## src/rtl/slow_clk_monitor.sv

```systemverilog
// slow_clk_monitor: watches one slow toggle signal from the fast clk domain.
//
// The block produces single-cycle rise/fall ticks that downstream logic uses as
// clock enables. It measures the rise-to-rise period in clk cycles and checks it
// against EXP_PERIOD +/- TOL. It also flags loss of the slow signal when no rising
// edge arrives within TIMEOUT cycles.
//
// Build option:
//   SLOW_MON_SYNC_EN  defined   -> two-flop synchronizer ahead of the edge detector
//                                  (tick latency 3). Use this for pins or other domains.
//   SLOW_MON_SYNC_EN  undefined -> slow_in_i goes straight to the edge detector
//                                  (tick latency 1). Use this only for a clk-domain register.
// Measured periods are the same in both builds, because the extra delay is
// identical for every edge.
//
// Reset is synchronous and active low.

module slow_clk_monitor #(
  parameter int unsigned CNT_W      = 32,
  parameter int unsigned EXP_PERIOD = 50000000,
  parameter int unsigned TOL        = 1000,
  parameter int unsigned TIMEOUT    = 100000000
) (
  input  logic             clk_i,
  input  logic             rst_ni,
  input  logic             slow_in_i,
  output logic             rise_tick_o,
  output logic             fall_tick_o,
  output logic [CNT_W-1:0] period_o,
  output logic             period_vld_o,
  output logic             locked_o,
  output logic             lost_o,
  output logic             mismatch_o
);

  // ---------------------------------------------------------------------------
  // Constants
  // ---------------------------------------------------------------------------

  // Tolerance window held one bit wider than the counter, so that EXP+TOL and a
  // saturated count + 1 cannot overflow. The low bound clamps at zero.
  localparam logic [CNT_W:0] TolLo = (EXP_PERIOD > TOL) ?
                                     (CNT_W+1)'(EXP_PERIOD - TOL) : '0;
  localparam logic [CNT_W:0] TolHi = (CNT_W+1)'(EXP_PERIOD) + (CNT_W+1)'(TOL);

  // Counter value seen in the last cycle before loss is declared.
  localparam logic [CNT_W-1:0] CntTimeout = CNT_W'(TIMEOUT - 1);
  localparam logic [CNT_W-1:0] CntMax     = '1;

  typedef enum logic [1:0] {
    StIdle,
    StAcq,
    StLocked,
    StLost
  } state_e;

  // ---------------------------------------------------------------------------
  // Input path
  // ---------------------------------------------------------------------------

  logic slow_s;

`ifdef SLOW_MON_SYNC_EN
  logic sync1_q, sync2_q;

  // Two-flop synchronizer for an asynchronous slow_in_i.
  always_ff @(posedge clk_i) begin
    if (!rst_ni) begin
      sync1_q <= 1'b0;
      sync2_q <= 1'b0;
    end else begin
      sync1_q <= slow_in_i;
      sync2_q <= sync1_q;
    end
  end

  assign slow_s = sync2_q;
`else
  assign slow_s = slow_in_i;
`endif

  logic hist_q;

  // History flop: holds the previous level of the (synchronized) input.
  always_ff @(posedge clk_i) begin
    if (!rst_ni) begin
      hist_q <= 1'b0;
    end else begin
      hist_q <= slow_s;
    end
  end

  logic rise, fall;
  assign rise = slow_s & ~hist_q;
  assign fall = ~slow_s & hist_q;

  // ---------------------------------------------------------------------------
  // Period counter
  // ---------------------------------------------------------------------------

  logic [CNT_W-1:0] cnt_q, cnt_d;

  // Clear on a detected rise, otherwise count up and saturate without wrapping.
  always_comb begin
    cnt_d = cnt_q;
    if (rise) begin
      cnt_d = '0;
    end else if (cnt_q != CntMax) begin
      cnt_d = cnt_q + CNT_W'(1);
    end
  end

  // Counter register.
  always_ff @(posedge clk_i) begin
    if (!rst_ni) begin
      cnt_q <= '0;
    end else begin
      cnt_q <= cnt_d;
    end
  end

  // The period just ended includes the rise cycle itself, hence +1.
  logic [CNT_W:0] meas;
  logic           in_tol;
  logic           timeout;

  assign meas    = {1'b0, cnt_q} + (CNT_W+1)'(1);
  assign in_tol  = (meas >= TolLo) && (meas <= TolHi);
  assign timeout = (cnt_q == CntTimeout);

  // ---------------------------------------------------------------------------
  // FSM
  // ---------------------------------------------------------------------------

  state_e state_q, state_d;

  // State register.
  always_ff @(posedge clk_i) begin
    if (!rst_ni) begin
      state_q <= StIdle;
    end else begin
      state_q <= state_d;
    end
  end

  // Next state. A rise outranks a timeout in the same cycle.
  always_comb begin
    state_d = state_q;
    unique case (state_q)
      StIdle: begin
        if (rise) state_d = StAcq;
      end
      StAcq, StLocked: begin
        if (rise) begin
          state_d = in_tol ? StLocked : StAcq;
        end else if (timeout) begin
          state_d = StLost;
        end
      end
      StLost: begin
        if (rise) state_d = StAcq;
      end
      default: state_d = StIdle;
    endcase
  end

  // Measurement outputs. A rise is only measured when a reference rise exists,
  // which is the case in ACQ and LOCKED.
  logic             measure;
  logic             period_vld_d;
  logic             mismatch_d;
  logic [CNT_W-1:0] period_q, period_d;

  always_comb begin
    measure      = rise && ((state_q == StAcq) || (state_q == StLocked));
    period_vld_d = measure;
    mismatch_d   = measure && !in_tol;
    period_d     = period_q;
    if (measure) begin
      // If the counter has saturated, report all-ones rather than a wrapped value.
      period_d = meas[CNT_W] ? CntMax : meas[CNT_W-1:0];
    end
  end

  logic rise_tick_q, fall_tick_q, period_vld_q, mismatch_q;

  // Registered pulses and period, all aligned with the rise tick.
  always_ff @(posedge clk_i) begin
    if (!rst_ni) begin
      rise_tick_q  <= 1'b0;
      fall_tick_q  <= 1'b0;
      period_vld_q <= 1'b0;
      mismatch_q   <= 1'b0;
      period_q     <= '0;
    end else begin
      rise_tick_q  <= rise;
      fall_tick_q  <= fall;
      period_vld_q <= period_vld_d;
      mismatch_q   <= mismatch_d;
      period_q     <= period_d;
    end
  end

  assign rise_tick_o  = rise_tick_q;
  assign fall_tick_o  = fall_tick_q;
  assign period_vld_o = period_vld_q;
  assign mismatch_o   = mismatch_q;
  assign period_o     = period_q;
  assign locked_o     = (state_q == StLocked);
  assign lost_o       = (state_q == StLost);

endmodule

```

## config.mk

```make
export PLATFORM = sky130hd
export DESIGN_NAME = slow_clk_monitor
export DESIGN_NICKNAME = d
export VERILOG_FILES = /design/src/rtl/slow_clk_monitor.sv
export SDC_FILE = /design/constraint.sdc
export NUM_CORES = 1
export LEC_CHECK = 0
export BUFFER_PORTS_ARGS = -buffer_cell sky130_fd_sc_hd__buf_2
export CELL_PAD_IN_SITES_DETAIL_PLACEMENT = 1
export CELL_PAD_IN_SITES_GLOBAL_PLACEMENT = 2
export CORE_AREA = 8 8 137 88
export CTS_CLUSTER_DIAMETER = 150
export DETAILED_ROUTE_END_ITERATION = 12
export DIE_AREA = 0 0 145 96
export PLACE_DENSITY = 0.79
export SLEW_MARGIN = 20
export SYNTH_ARGS = -nofsm -noshare
export SYNTH_HDL_FRONTEND = slang
export SYNTH_SLANG_ARGS = --single-unit
```

## constraint.sdc

```tcl
create_clock -name clk_i -period 6.7 [get_ports clk_i]
set_clock_uncertainty 0.05 [all_clocks]
set_input_delay 0.67 -clock clk_i [delete_from_list [all_inputs] [get_ports clk_i]]
set_output_delay 0.67 -clock clk_i [all_outputs]
set_load 0.02 [all_outputs]
```

After elaboration in Yosys (flattened, before gate mapping)
Cells that the tools add are included.
- input bits: 3
- register bits: 71
- bitwise logic cells: 5
- equal/unequal tests: 7
- mux-type cells: 6
- $lt $le $gt $ge: 2
- add/subtract/negate cells: 2
- reduce and logical (&&, ||, !) cells: 10
- operator list (cell ; number):
    $add 32x1->33 const B ; 1
    $ge 33x26->1 const B ; 1
    $le 33x26->1 const B ; 1
    $add 32x1->32 const B ; 1
    $eq 32x27->1 const B ; 1
    $mux 32 ; 1
    $ne 32x32->1 const B ; 1
    $mux 2 ; 4
    $reduce_or 2->1 ; 3
    $eq 2x2->1 const B ; 2
    $pmux 2 s2 ; 1
    $logic_and 1x1->1 ; 3
    $ne 3x3->1 const B ; 1
    $not 1->1 ; 3
    $and 1x1->1 ; 2
    $eq 2x1->1 const B ; 1
    $logic_not 2->1 ; 1
    $ne 2x1->1 const B ; 1
    $reduce_and 2->1 ; 1
    $logic_not 1->1 ; 1
    $logic_or 1x1->1 ; 1

Depth between registers and ports, before layout
- word-level depth: 6
- mapped depth: 10

Least setup slack after synthesis
No wires, ideal clock.
- path kind: register to register
- start: reg cnt_q[1]
- end: reg state_q[0]
- cell stages (with the launch flop): 11
- path buffers: 1
- setup slack: 3.607 ns
- data arrival time: 2.905 ns
- setup time: 0.137 ns
- required time: 6.513 ns
- cell sequence: dfxtp_1 -> ha_1 -> clkbuf_1 -> nand3_1 -> nor4_2 -> nand2_1 -> xor2_1 -> or4_1 -> or4b_1 -> nor4_2 -> a211oi_1
- longest elaborated chain between the ends: 6
- ends and longest elaborated chain (element ; RTL line ; text):
    start: declaration ; 101 ; logic [CNT_W-1:0] cnt_q, cnt_d;
    start signal: assignment ; 118 ; cnt_q <= cnt_d;
    $add 32x1->33 ; 127 ; assign meas = {1'b0, cnt_q} + (CNT_W+1)'(1);
    $ge 33x26->1 / $le 33x26->1 (equally long branches) ; 128 ; assign in_tol = (meas >= TolLo) && (meas <= TolHi);
    $logic_and 1x1->1 ; 128 ;
    $mux 2 ; 155 ; state_d = in_tol ? StLocked : StAcq;
    $mux 2 ; 154 ; if (rise) begin
    $pmux 2 s2 ; 149 ; unique case (state_q)
    end signal: assignment ; 140 ; state_q <= StIdle;
    end signal: assignment ; 142 ; state_q <= state_d;
    end: declaration ; 135 ; state_e state_q, state_d;
Parallel ways exist; a longest one is shown, timed or not.
A chain may end at the register's enable or synchronous reset.

Worst setup path in the final report
- start: reg cnt_q[0]
- end: reg state_q[0]
The elaborated chain is that of the path after synthesis.

==> summary.md <==
| Metric | Value |
|---|---|
| Post-Synthesis Cells | `445` |
| Cell leakage power | `about 0.0015 µW` |
| Crit path largest cell delay | `about 800 ps` |
| Kind of critical path | `register to register` |
| Post-synth top area cell | `dfxtp_1` |
| Vias in the first global route | `between 3000 and 4000` |
| RSZ-0062 raised after global routing | `no` |
| Core Area | `around 10000 µm²` |
| Pwr Total | `983.6 µW` |
| Mapped Nets | `roughly 450` |
| Top Ports | `41` |
| DR vias/cell | `5.478` |
| Nets | `between 400 and 500` |
| Avg WL per Cell | `roughly 19 µm` |
| CP Max Fanout | `23` |
| Area after DPL | `3874 µm²` |
| Crit-path cells | `ha_1 > nand3_1 > or3_1 > nor2_1 > and3b_1 > nor2_1 > nand4_1 > nor4_2 > a211oi_1` |
| Worst-path clk slew | `60 ps` |
| Largest cells by area after synthesis | `dfxtp_1, nor2_1, a211oi_1, xor2_1, xnor2_1` |
| Clock Path Buffers | `2` |
| Total length of routed wires | `roughly 11 mm` |
| Critical path arrival | `3720 ps` |
| Share of the synthesized area in the top cell type | `between 30 and 40%` |
| Element type at the critical path start | `register` |
| Slew Viols, Final | `0` |
| CTS tree | `built` |
| Post-DRT Antenna Nets | `0` |
| Mapped Area | `3618 µm²` |
| Worst-skew pair later-pin latency | `about 340 ps` |
| Initial antenna violation count | `0` |
| Final instance area | `about 4200 µm²` |
| F_max | `between 0.2 and 0.3 GHz` |
| Vias | `between 3000 and 4000` |
| Seq/Total Area, Yosys | `between 30% and 40%` |
| Die Area | `between 10000 and 15000 µm²` |
| Most common cell in the netlist | `nor2_1` |
| TNS Setup | `0 ps` |
| CTS resizes | `0` |
| Starting Density | `between 30% and 40%` |
| CP Data Required Time | `between 6000 and 7000 ps` |
| VDD IR max | `117.1 µV` |
| Worst hold path type | `register to register` |
| CP endpoint kind | `register` |
| FP Rows | `29` |
| Root buffer cell | `clkbuf_16` |
| Hold Path Cell Cnt | `2` |
| CTS Buf Count | `9` |
| FF-to-FF path depth | `9` |
| All-Layer GR Usage | `between 10% and 20%` |
| CP max-delay cell | `and3b_1` |
| 1st-iter DRT viols | `277` |
| Tcrit/Tclk final | `52.83%` |
| Primary FF master, synth | `dfxtp_1` |
| Post-Syn Area per Cell | `about 8.1 µm²` |
| Slew @ Worst Pin | `between 1000 and 1500 ps` |
| Relative slew slack | `between 20 and 25%` |
| Status | `finished, final reports clean` |
| Commonest cells in the netlist | `nor2_1, dfxtp_1, nand2_1` |
| First drt pass iteration count | `4` |
| Antenna cells | `0` |
| Largest net degree at the start of global routing | `38` |
| Most used cell, CP | `nor2_1` |
| Power per cell area | `235.8 nW/µm²` |
| Distinct cells, synth | `53` |
| YS warnings | `0` |
| Area Overhead vs Synth | `15.28%` |
| Layout cells sized above 1 | `around 15%` |
| Final Wtd Congestion | `approximately 0.87` |
| Drc violations | `0` |
| # hold bufs at CTS | `0` |
| Clock sinks | `71` |
| Post-synth EDFFs | `0` |
| Fillers | `between 1000 and 1500` |
| Postcts setup bufs | `0` |
| Number of synthesized register bits | `around 70` |
| Setup violations, final | `0` |
| Max-cap violation count | `0` |
| Async SR Flop Fraction | `0%` |
| # H-tree levels | `3` |
| I/O Buffers | `40` |
| Min Tclk post-route | `3539 ps` |
| Die height | `roughly 96 µm` |
| Die X | `~150 µm` |
| Detailed Place HPWL | `just over 8 mm` |
| Hold Fails Final Rpt | `0` |
| First-pass GRT wire length | `18.22 mm` |
| Total gr overflow | `0` |
-- critical path: cells and delay by family, from the launching register on --
kind | cells | cell delay (ps)
compound gates | 1 | 240
simple gates | 7 | 2150
flops | 1 | 520
fa+ha+maj | 1 | 460
-- stage by stage --
step | hold slack [ps] | cells | setup slack (ps) | util (%)
floorplan | 367.9 | 445 | 3607 | -
global placement | 384.9 | 591 | 3355 | 38.24
detailed placement | 403.6 | 591 | 3173 | 38.26
CTS | 410.2 | 607 | 3127 | 41.21
global route | 447.5 | 607 | 2888 | 41.21
finish | 401.1 | 607 | 3161 | 41.21
-- worst paths after layout --
kind	endpoint	start	slack, ps
hold reg to reg	fall_tick_o	hist_q	400
hold / removal	fall_tick_o	hist_q	400
setup reg to reg	state_q[0]	cnt_q[0]	3160
setup / recovery	state_q[0]	cnt_q[0]	3160
-- power breakdown --
group / switching [µW] / internal [µW]
registers: 7.96 / 435
clock network: 190 / 289
logic: 43.1 / 19.3
total: 241 / 742
-- state kept, by name (all words and copies together), names as in the netlist --
| signal | cells |
|---|---|
| fall_tick_o | 1 |
| state_q | 2 |
| period_vld_o | 1 |
| cnt_q | 32 |
| period_o | 32 |
| rise_tick_o | 1 |
| hist_q | 1 |
| mismatch_o | 1 |
-- final cells by class --
type                       instances  area, µm²  share of cell area [%]
clock inverter                     7      72.57                   1.740
multi-input combinational        335       2052                   49.19
inverter                           5      18.77                  0.4499
tap                              139      173.9                   4.169
clock buffer                       9      225.2                   5.399
timing repair buffer              41      207.7                   4.979
sequential                        71       1421                   34.07
-- kinds of logic (layout without fill, tap and decap cells) --
kind of cell	count (synthesis)	count (layout)	share of synthesized area [%]
XOR/XNOR	33	33	7.987
adder cells (fa/ha/maj)	4	4	1.383
multiplexers	1	1	0.2766
AO/OA/AOI/OAI	73	73	14.52
buffers and inverters	39	62	4.288
AND/OR/NAND/NOR	224	224	32.26
flip-flops	71	71	39.28
-- cell usage in the layout (no fill, tap or decap), drive strengths merged, types with 3 or more instances in the layout --
| cell | n |
|---|---|
| ha | 4 |
| nor3b | 3 |
| inv | 6 |
| or4 | 5 |
| nor2b | 11 |
| clkinv | 3 |
| nand2 | 28 |
| xnor2 | 16 |
| nand3b | 5 |
| dfxtp | 71 |
| and3 | 12 |
| buf | 41 |
| a31oi | 6 |
| nand2b | 4 |
| nor4 | 13 |
| nand3 | 15 |
| o21ai | 5 |
| a21oi | 11 |
| nand4 | 15 |
| xor2 | 17 |
| nor2 | 88 |
| nor3 | 12 |
| a211oi | 26 |
| and2 | 3 |
| clkbuf | 9 |
| a311oi | 7 |
-- layer usage --
| layer | global-route usage, % | share of wire (%) | vias up |
|---|---|---|---|
| li1 | - | - | 1622 |
| met1 | 24.18 | 53 | 1615 |
| met2 | 21.98 | 38 | 83 |
| met3 | 5.775 | 7.9 | 5 |
| met4 | 4.787 | 0.59 | 0 |
| met5 | 0 | 0 | - |
Power figures use the tool's default switching activity.
